## config.mk

```make
export PLATFORM = sky130hd
export DESIGN_NAME = alu_sequencer
export DESIGN_NICKNAME = d
export VERILOG_FILES = /design/src/rtl/alu_sequencer.sv
export SDC_FILE = /design/constraint.sdc
export NUM_CORES = 1
export LEC_CHECK = 0
export ABC_AREA = 1
export ABC_CLOCK_PERIOD_IN_PS = 1600
export BUFFER_PORTS_ARGS = -buffer_cell sky130_fd_sc_hd__buf_2
export CORE_ASPECT_RATIO = 1.5
export CORE_MARGIN = 8
export CORE_UTILIZATION = 30
export CTS_CLUSTER_SIZE = 24
export DETAILED_ROUTE_END_ITERATION = 8
export GPL_TIMING_DRIVEN = 0
export PLACE_DENSITY = 0.57
export SETUP_SLACK_MARGIN = 0.1
export SYNTH_ARGS = -nofsm -noshare
export SYNTH_HDL_FRONTEND = slang
export SYNTH_SLANG_ARGS = --single-unit
```

## constraint.sdc

```tcl
create_clock -name clk -period 1.6 [get_ports clk]
set_input_delay 0.08 -clock clk [delete_from_list [all_inputs] [get_ports clk]]
set_output_delay 0.08 -clock clk [all_outputs]
set_load 0.03 [all_outputs]
```

## src/rtl/alu_sequencer.sv

```systemverilog
// rtl/alu_sequencer.sv - ALU instruction sequencer with 8x8 register file; optional MULTIPLY high-byte writeback under macro ALU_SEQ_MUL_HIGH_WB_EN
module alu_sequencer #(
  parameter logic [3:0] SREG_RST = 4'b0000
) (
  input  logic       clk,
  input  logic       rst_n,
  input  logic       in_valid,
  output logic       in_ready,
  input  logic [3:0] in_op,
  input  logic [2:0] in_rd,
  input  logic [2:0] in_rs,
  input  logic       ld_en,
  input  logic [2:0] ld_addr,
  input  logic [7:0] ld_data,
  output logic [7:0] alu_a,
  output logic [7:0] alu_b,
  output logic [3:0] alu_fsl,
  input  logic [7:0] alu_result,
  input  logic [7:0] alu_mul_high,
  input  logic [3:0] alu_sreg,
  output logic [3:0] sreg,
  output logic       done,
  input  logic [2:0] dbg_addr,
  output logic [7:0] dbg_data
);

  localparam logic [3:0] OP_MUL = 4'b1110;
  localparam logic [3:0] OP_CMP = 4'b1111;

`ifdef ALU_SEQ_MUL_HIGH_WB_EN
  typedef enum logic [1:0] {IDLE = 2'd0, EXEC = 2'd1, WBH = 2'd2} state_t;
`else
  typedef enum logic [1:0] {IDLE = 2'd0, EXEC = 2'd1} state_t;
`endif

  state_t     state;
  state_t     state_nxt;
  logic [7:0] rf [8];
  logic [3:0] op_q;
  logic [2:0] rd_q;
  logic [2:0] rs_q;
  logic       accept;
  logic       rf_we;
  logic [2:0] rf_waddr;
  logic [7:0] rf_wdata;
  logic       sreg_we;
  logic       done_nxt;
  logic       mul_cap;

`ifdef ALU_SEQ_MUL_HIGH_WB_EN
  logic [7:0] mul_hi_q;
`else
  logic       unused_mul_high;
  assign unused_mul_high = ^alu_mul_high;
`endif

  assign dbg_data = rf[dbg_addr];

  // Next-state, ALU drive and register-file write selection for the current state
  always_comb begin
    state_nxt = state;
    in_ready  = 1'b0;
    alu_a     = 8'h00;
    alu_b     = 8'h00;
    alu_fsl   = 4'b0000;
    accept    = 1'b0;
    rf_we     = 1'b0;
    rf_waddr  = ld_addr;
    rf_wdata  = ld_data;
    sreg_we   = 1'b0;
    done_nxt  = 1'b0;
    mul_cap   = 1'b0;
    case (state)
      IDLE: begin
        in_ready = 1'b1;
        rf_we    = ld_en;
        if (in_valid) begin
          accept    = 1'b1;
          state_nxt = EXEC;
        end
      end
      EXEC: begin
        alu_a    = rf[rd_q];
        alu_b    = rf[rs_q];
        alu_fsl  = op_q;
        rf_we    = (op_q != OP_CMP);
        rf_waddr = rd_q;
        rf_wdata = alu_result;
        sreg_we  = 1'b1;
`ifdef ALU_SEQ_MUL_HIGH_WB_EN
        if (op_q == OP_MUL) begin
          mul_cap   = 1'b1;
          state_nxt = WBH;
        end else begin
          done_nxt  = 1'b1;
          state_nxt = IDLE;
        end
`else
        done_nxt  = 1'b1;
        state_nxt = IDLE;
`endif
      end
`ifdef ALU_SEQ_MUL_HIGH_WB_EN
      WBH: begin
        rf_we     = 1'b1;
        rf_waddr  = rd_q + 3'd1;
        rf_wdata  = mul_hi_q;
        done_nxt  = 1'b1;
        state_nxt = IDLE;
      end
`endif
      default: state_nxt = IDLE;
    endcase
  end

  // State register
  always_ff @(posedge clk or negedge rst_n) begin
    if (!rst_n) state <= IDLE;
    else        state <= state_nxt;
  end

  // Instruction latch, register file, status register and retirement pulse
  always_ff @(posedge clk or negedge rst_n) begin
    if (!rst_n) begin
      op_q <= 4'b0000;
      rd_q <= 3'd0;
      rs_q <= 3'd0;
      sreg <= SREG_RST;
      done <= 1'b0;
      for (int i = 0; i < 8; i++) rf[i] <= 8'h00;
    end else begin
      done <= done_nxt;
      if (accept) begin
        op_q <= in_op;
        rd_q <= in_rd;
        rs_q <= in_rs;
      end
      if (sreg_we) sreg <= alu_sreg;
      if (rf_we) rf[rf_waddr] <= rf_wdata;
    end
  end

`ifdef ALU_SEQ_MUL_HIGH_WB_EN
  // Holds the multiply high byte between EXEC and WBH
  always_ff @(posedge clk or negedge rst_n) begin
    if (!rst_n)       mul_hi_q <= 8'h00;
    else if (mul_cap) mul_hi_q <= alu_mul_high;
  end
`else
  logic unused_mul_cap;
  assign unused_mul_cap = mul_cap;
`endif

endmodule

```

Word level (Yosys, flattened, before mapping) --
Cells that the tools add are included.
Storage, ports and cells: bits in registers 81, bits of input ports 48, output and inout port bits 34, logic and storage cells 52
Cells by class: $lt $le $gt $ge 5, eq/ne operators 3, multiplexer cells 24, bitwise operators 4, reductions and logical operators 2
Operators with widths (number):
- $mux 8 | 10
- $bmux 8 s3 | 3
- $bwmux 64 | 1
- $demux 8 s3 | 1
- $ge 4x4->1 const B | 4
- $not 3->4 | 4
- $lt 4x1->1 const B | 1
- $mux 1 | 4
- $mux 2 | 2
- $mux 4 | 1
- $ne 4x4->1 const B | 1
- $mux 3 | 1
- $eq 2x1->1 const B | 1
- $logic_not 2->1 | 1
- $ne 2x2->1 const B | 1
- $pmux 1 s2 | 1
- $logic_and 1x1->1 | 1

Logic depth before layout (Yosys ltp) --
depth in word-level cells 8, mapped depth 9, depth with buffers taken out 8

Worst setup path before layout --
OpenSTA, ideal clock, no wires.
path kind flip-flop to output port, start point register rs_q[0], end point output port alu_b[0], arrival time 1.446 ns, data required time 1.520 ns, path slack 0.074 ns, cell stages (with the launch flop) 7, buffers on the path 1, cells stage by stage dfrtp_1 -> inv_2 -> clkbuf_1 -> nor2_1 -> o21ai_0 -> nor2_1 -> nor2_1
Between the ends: cells in the longest elaborated chain, start to end 5
Ends and longest elaborated chain:
- from (decl) | RTL line 41 | logic [2:0] rs_q;
- from (signal assigned) | RTL line 136 | rs_q <= in_rs;
- $not 3->4 (not written as such) | RTL line 84 | alu_b = rf[rs_q];
- $bmux 8 s3 | RTL line 84
- $mux 8 (not written as such) (2 in a row) | RTL line 84
- $mux 8 | RTL line 73 | case (state)
- to (decl) | RTL line 16 | output logic [7:0] alu_b,
Every way passes these cells. The select of a mux whose other input is x is not followed.

Final worst setup path --
start point register rd_q[0], end point output port alu_a[1]
Between the ends: cells in the longest elaborated chain, start to end 5
Ends and longest elaborated chain:
- from (decl) | RTL line 40 | logic [2:0] rd_q;
- from (signal assigned) | RTL line 135 | rd_q <= in_rd;
- $not 3->4 (not written as such) | RTL line 83 | alu_a = rf[rd_q];
- $bmux 8 s3 | RTL line 83
- $mux 8 (not written as such) (2 in a row) | RTL line 83
- $mux 8 | RTL line 73
- to (decl) | RTL line 15 | output logic [7:0] alu_a,
Every way passes these cells. The select of a mux whose other input is x is not followed.

==> run summary <==
The top cell type by area accounts for 36.8% of the synthesized area. The number of max-slew violations in the final report came out at 0. The clock sink count is 80. Setup repair after global routing could not meet its margin everywhere. The die span in y is 181 um. Summed over all cells, the static leakage comes to 0.00441 uW.

The initial antenna violation count was 0. The internal power component came out at 6020 uW. The arrival time of the worst setup path is 1.77 ns.

The post-layout utilization of the core came out at 49.9%. Static timing analysis puts the maximum clock frequency at ~540 MHz. The total grt overflow came out at 0. The class of the most critical setup path is register to primary output.

The relative slew slack came out at 58.8%. The core area is 17,900 um2. The depth of the CTS H-tree came out at 3.

In the routed design, unresolved DRC markers number 0. The initialized floorplan defines 60 standard-cell rows. In this run, CTS created clock tree buffers numbering 9.

The worst setup path is launched from a register. The share of total power in sequential cells came out at 32.2%. The number of global-route vias before repair came out at about 6,600. The path class of the tightest hold or removal check is input port to register. The switching fraction of total power came out at around 44%. The congestion estimate from routability-driven global placement came to 0.966.

The synthesized design contains 80 register bits. The logic gate share of total power came out at between 40% and 50%. The data required time at the worst endpoint is 1.52 ns. The worst ir drop on vdd is between 0.0006 and 0.0007 V. The number of standard cells after synthesis is about 830. The power per cell area came out at approximately 1200 nW/um2. The slowest cell on the critical path is sky130_fd_sc_hd__dfrtp_2. The total wire length after detailed routing came out at roughly 25,000 um.

The run finished, with violations left. The clock power share came out at approximately a fifth. The floorplan step defined a die boundary enclosing 22,800 um2. The post-route netlist has a little over two fifths of its cells at a drive strength greater than 1. The share of the Yosys chip area taken by registers is 36.8%. The relative area change from synthesis to final layout came out at 63.9%.

Together, buffers and inverters on the worst path number 3. The first routing iteration left 550 violations. Counting along the longest clock path gives a buffer depth of 2. After the last flow step, the layout net total stands at 1,070. Once placement finished, the instance area stood at 6110 um2.

The leading area contributor after synthesis is sky130_fd_sc_hd__dfrtp_1. The unique cell type count in the Yosys netlist came out at 24. The setup slack at placement came out at -0.365 ns. The die extent in x is 126 um. The wire length per cell after detailed routing is 20.3 um.

The estimated wirelength of the detail-placed design is 16,900 um. The via total after detailed routing came out at around 6,500. The clock latency on the worst-skew pair is 0.35 ns. The kind of capture point of the worst setup path is a primary output. The tree is rooted in a sky130_fd_sc_hd__clkbuf_16. The maximum number of pins on one net before global-route repair is 69. The TritonCTS clock tree is done. Traced cell by cell, the critical path runs through buf_8 -> buf_8 -> o211ai_1 -> nand2_1 -> nand2_1 -> nand2_2 -> buf_6. The overall power consumption came out at 10,700 uW. The share of the clock period used by the worst path after layout came out at 115%. The number of nets with antenna violations after routing came out at 0. The final worst slack came out at -0.246 ns.

The first TritonRoute pass finished after 5 iterations. The overall track demand over capacity in global routing came out at 21.9%. Summed over all nets, the switching power comes to 4650 uW.

The final reports fail on setup timing. The average cell area after synthesis is 6.53 um2. The final period demand of the worst path came out at 1.85 ns.

The final setup violation count came out at 52. Grouping stages by cell kind, the critical path spends the most delay in flip-flops. Yosys attributes the largest share of cell area to sky130_fd_sc_hd__dfrtp_1 (37%), sky130_fd_sc_hd__nand2_1 (24%), sky130_fd_sc_hd__nand3_1 (7.5%). After detailed routing, the number of vias per cell comes to approximately 5.2. Leaving out fill and tap cells, the most frequent cell in the layout is sky130_fd_sc_hd__nand2_1. The worst stage delay on the critical path came out at 0.45 ns. The top-level port count came out at approximately 80.

The worst-case hold slack came out at roughly 0.077 ns. The top cell types in the final layout, fill and taps aside, are sky130_fd_sc_hd__nand2_1 (285), sky130_fd_sc_hd__dfrtp_1 (74), sky130_fd_sc_hd__buf_6 (55), sky130_fd_sc_hd__nand2_2 (53), sky130_fd_sc_hd__buf_4 (47). The number of warnings reported in the yosys synthesis log is 0. The clock tree skew after final layout came out at 0.00894 ns. The clock slew seen by the registers of the worst setup and hold paths is 0.06 ns. The number of nets in the synthesized netlist is 881. The maximum fanout along the worst path came out at 8. Max-cap violations in this run came to 0. The design area came out at 8910 um2.

The mapped netlist covers 5440 um2. For the pin with the worst max-slew slack, the measured transition is 0.618 ns. The number of hold violations in the final report is 0.

The wire length of the first global-routing pass came out at 38,400 um. The starting density of the core came out at a little under a third. 0 antenna diodes ended up in the layout. Buffers placed on the I/O ports in this run total 71.
-- worst register-to-register path: cells and delay by family, from the launching register on --
| kind | cells | cell delay [ns] |
|---|---|---|
| AND/OR/NAND/NOR | 7 | 0.72 |
| flip-flops | 1 | 0.44 |
| buffers and inverters | 4 | 0.42 |
-- layer usage --
layer / global-route usage (%) / wire length (um) / vias to the layer above
met4: 14.1 / 1690 / 0
met2: 38.2 / 12600 / 260
met1: 24.4 / 9710 / 3130
met3: 3.33 / 1310 / 76
li1: - / - / 3058
met5: 0 / 0 / -
-- power by group through the flow --
stage | Clock, uW | Sequential, uW | Combinational [uW]
detailed placement | 0 | 3320 | 3330
global route | 2300 | 3480 | 5400
CTS | 2220 | 3360 | 4590
finish | 2220 | 3440 | 5020
global placement | 0 | 3320 | 3290
floorplan | 0 | 3070 | 2310
-- worst paths after layout --
path / start / depth (start not counted) / to / slack [ns]
worst max-delay path: rd_q[0] / 7 / alu_a[1] / -0.25
worst min-delay path: in_valid / 4 / op_q[0] / 0.08
worst max register to register: state[0] / 11 / rf[18] / -0.07
worst min register to register: rf[50] / 2 / rf[50] / 0.47
max in group asynchronous: rst_n / 3 / rf[28] / 0.83
min in group asynchronous: rst_n / 2 / rf[55] / 0.13
-- stage by stage --
stage	instances	setup TNS, ns
final	1244	-4.27
after global routing	1244	-8.82
after CTS	1230	-5.99
after detailed placement	1122	-15.39
after global placement	1121	-35.66
after floorplan	833	0
-- sequential cells by signal, indices dropped and copies added (netlist names) --
name and flops:
done 1, rs_q 3, state 1, op_q 4
rf 64, rd_q 3, sreg 4
-- Yosys cell counts (all sizes together) --
library cell / count
clkbuf: 23
nand3: 83
o21ai: 69
o21bai: 9
dfrtp: 80
clkinv: 1
o211ai: 24
nand2: 369
inv: 64
buf: 20
a21oi: 40
nor2: 51
-- final cells by class --
| cell class | count | area [um2] |
|---|---|---|
| Fill cell | 1708 | 8960 |
| Multi-Input combinational cell | 647 | 3850 |
| Sequential cell | 80 | 2010 |
| Timing Repair Buffer | 176 | 1730 |
| Buffer | 43 | 483 |
| Tap cell | 217 | 272 |
| Inverter | 65 | 265 |
| Clock buffer | 11 | 253 |
| Clock inverter | 5 | 55.1 |
-- timing repair --
action	4_1_cts	5_1_grt
endpoints found under the hold margin	94	0
endpoints found under the setup margin	102	95
pin swaps	129	83
setup buffers	65	15
cloned	13	0
resized for setup	373	97
hold buffers	15	0
-- logic make-up (layout without fill, tap and decap cells) --
| kind of cell | after synthesis | in the layout | share of synthesized area [%] |
|---|---|---|---|
| AOI/OAI and AO/OA | 142 | 142 | 14.7 |
| buffers and inverters | 108 | 300 | 7.98 |
| DFF | 80 | 80 | 36.8 |
| and+or+nand+nor | 503 | 505 | 40.5 |
Note: power is estimated with default switching activity, not from simulation.
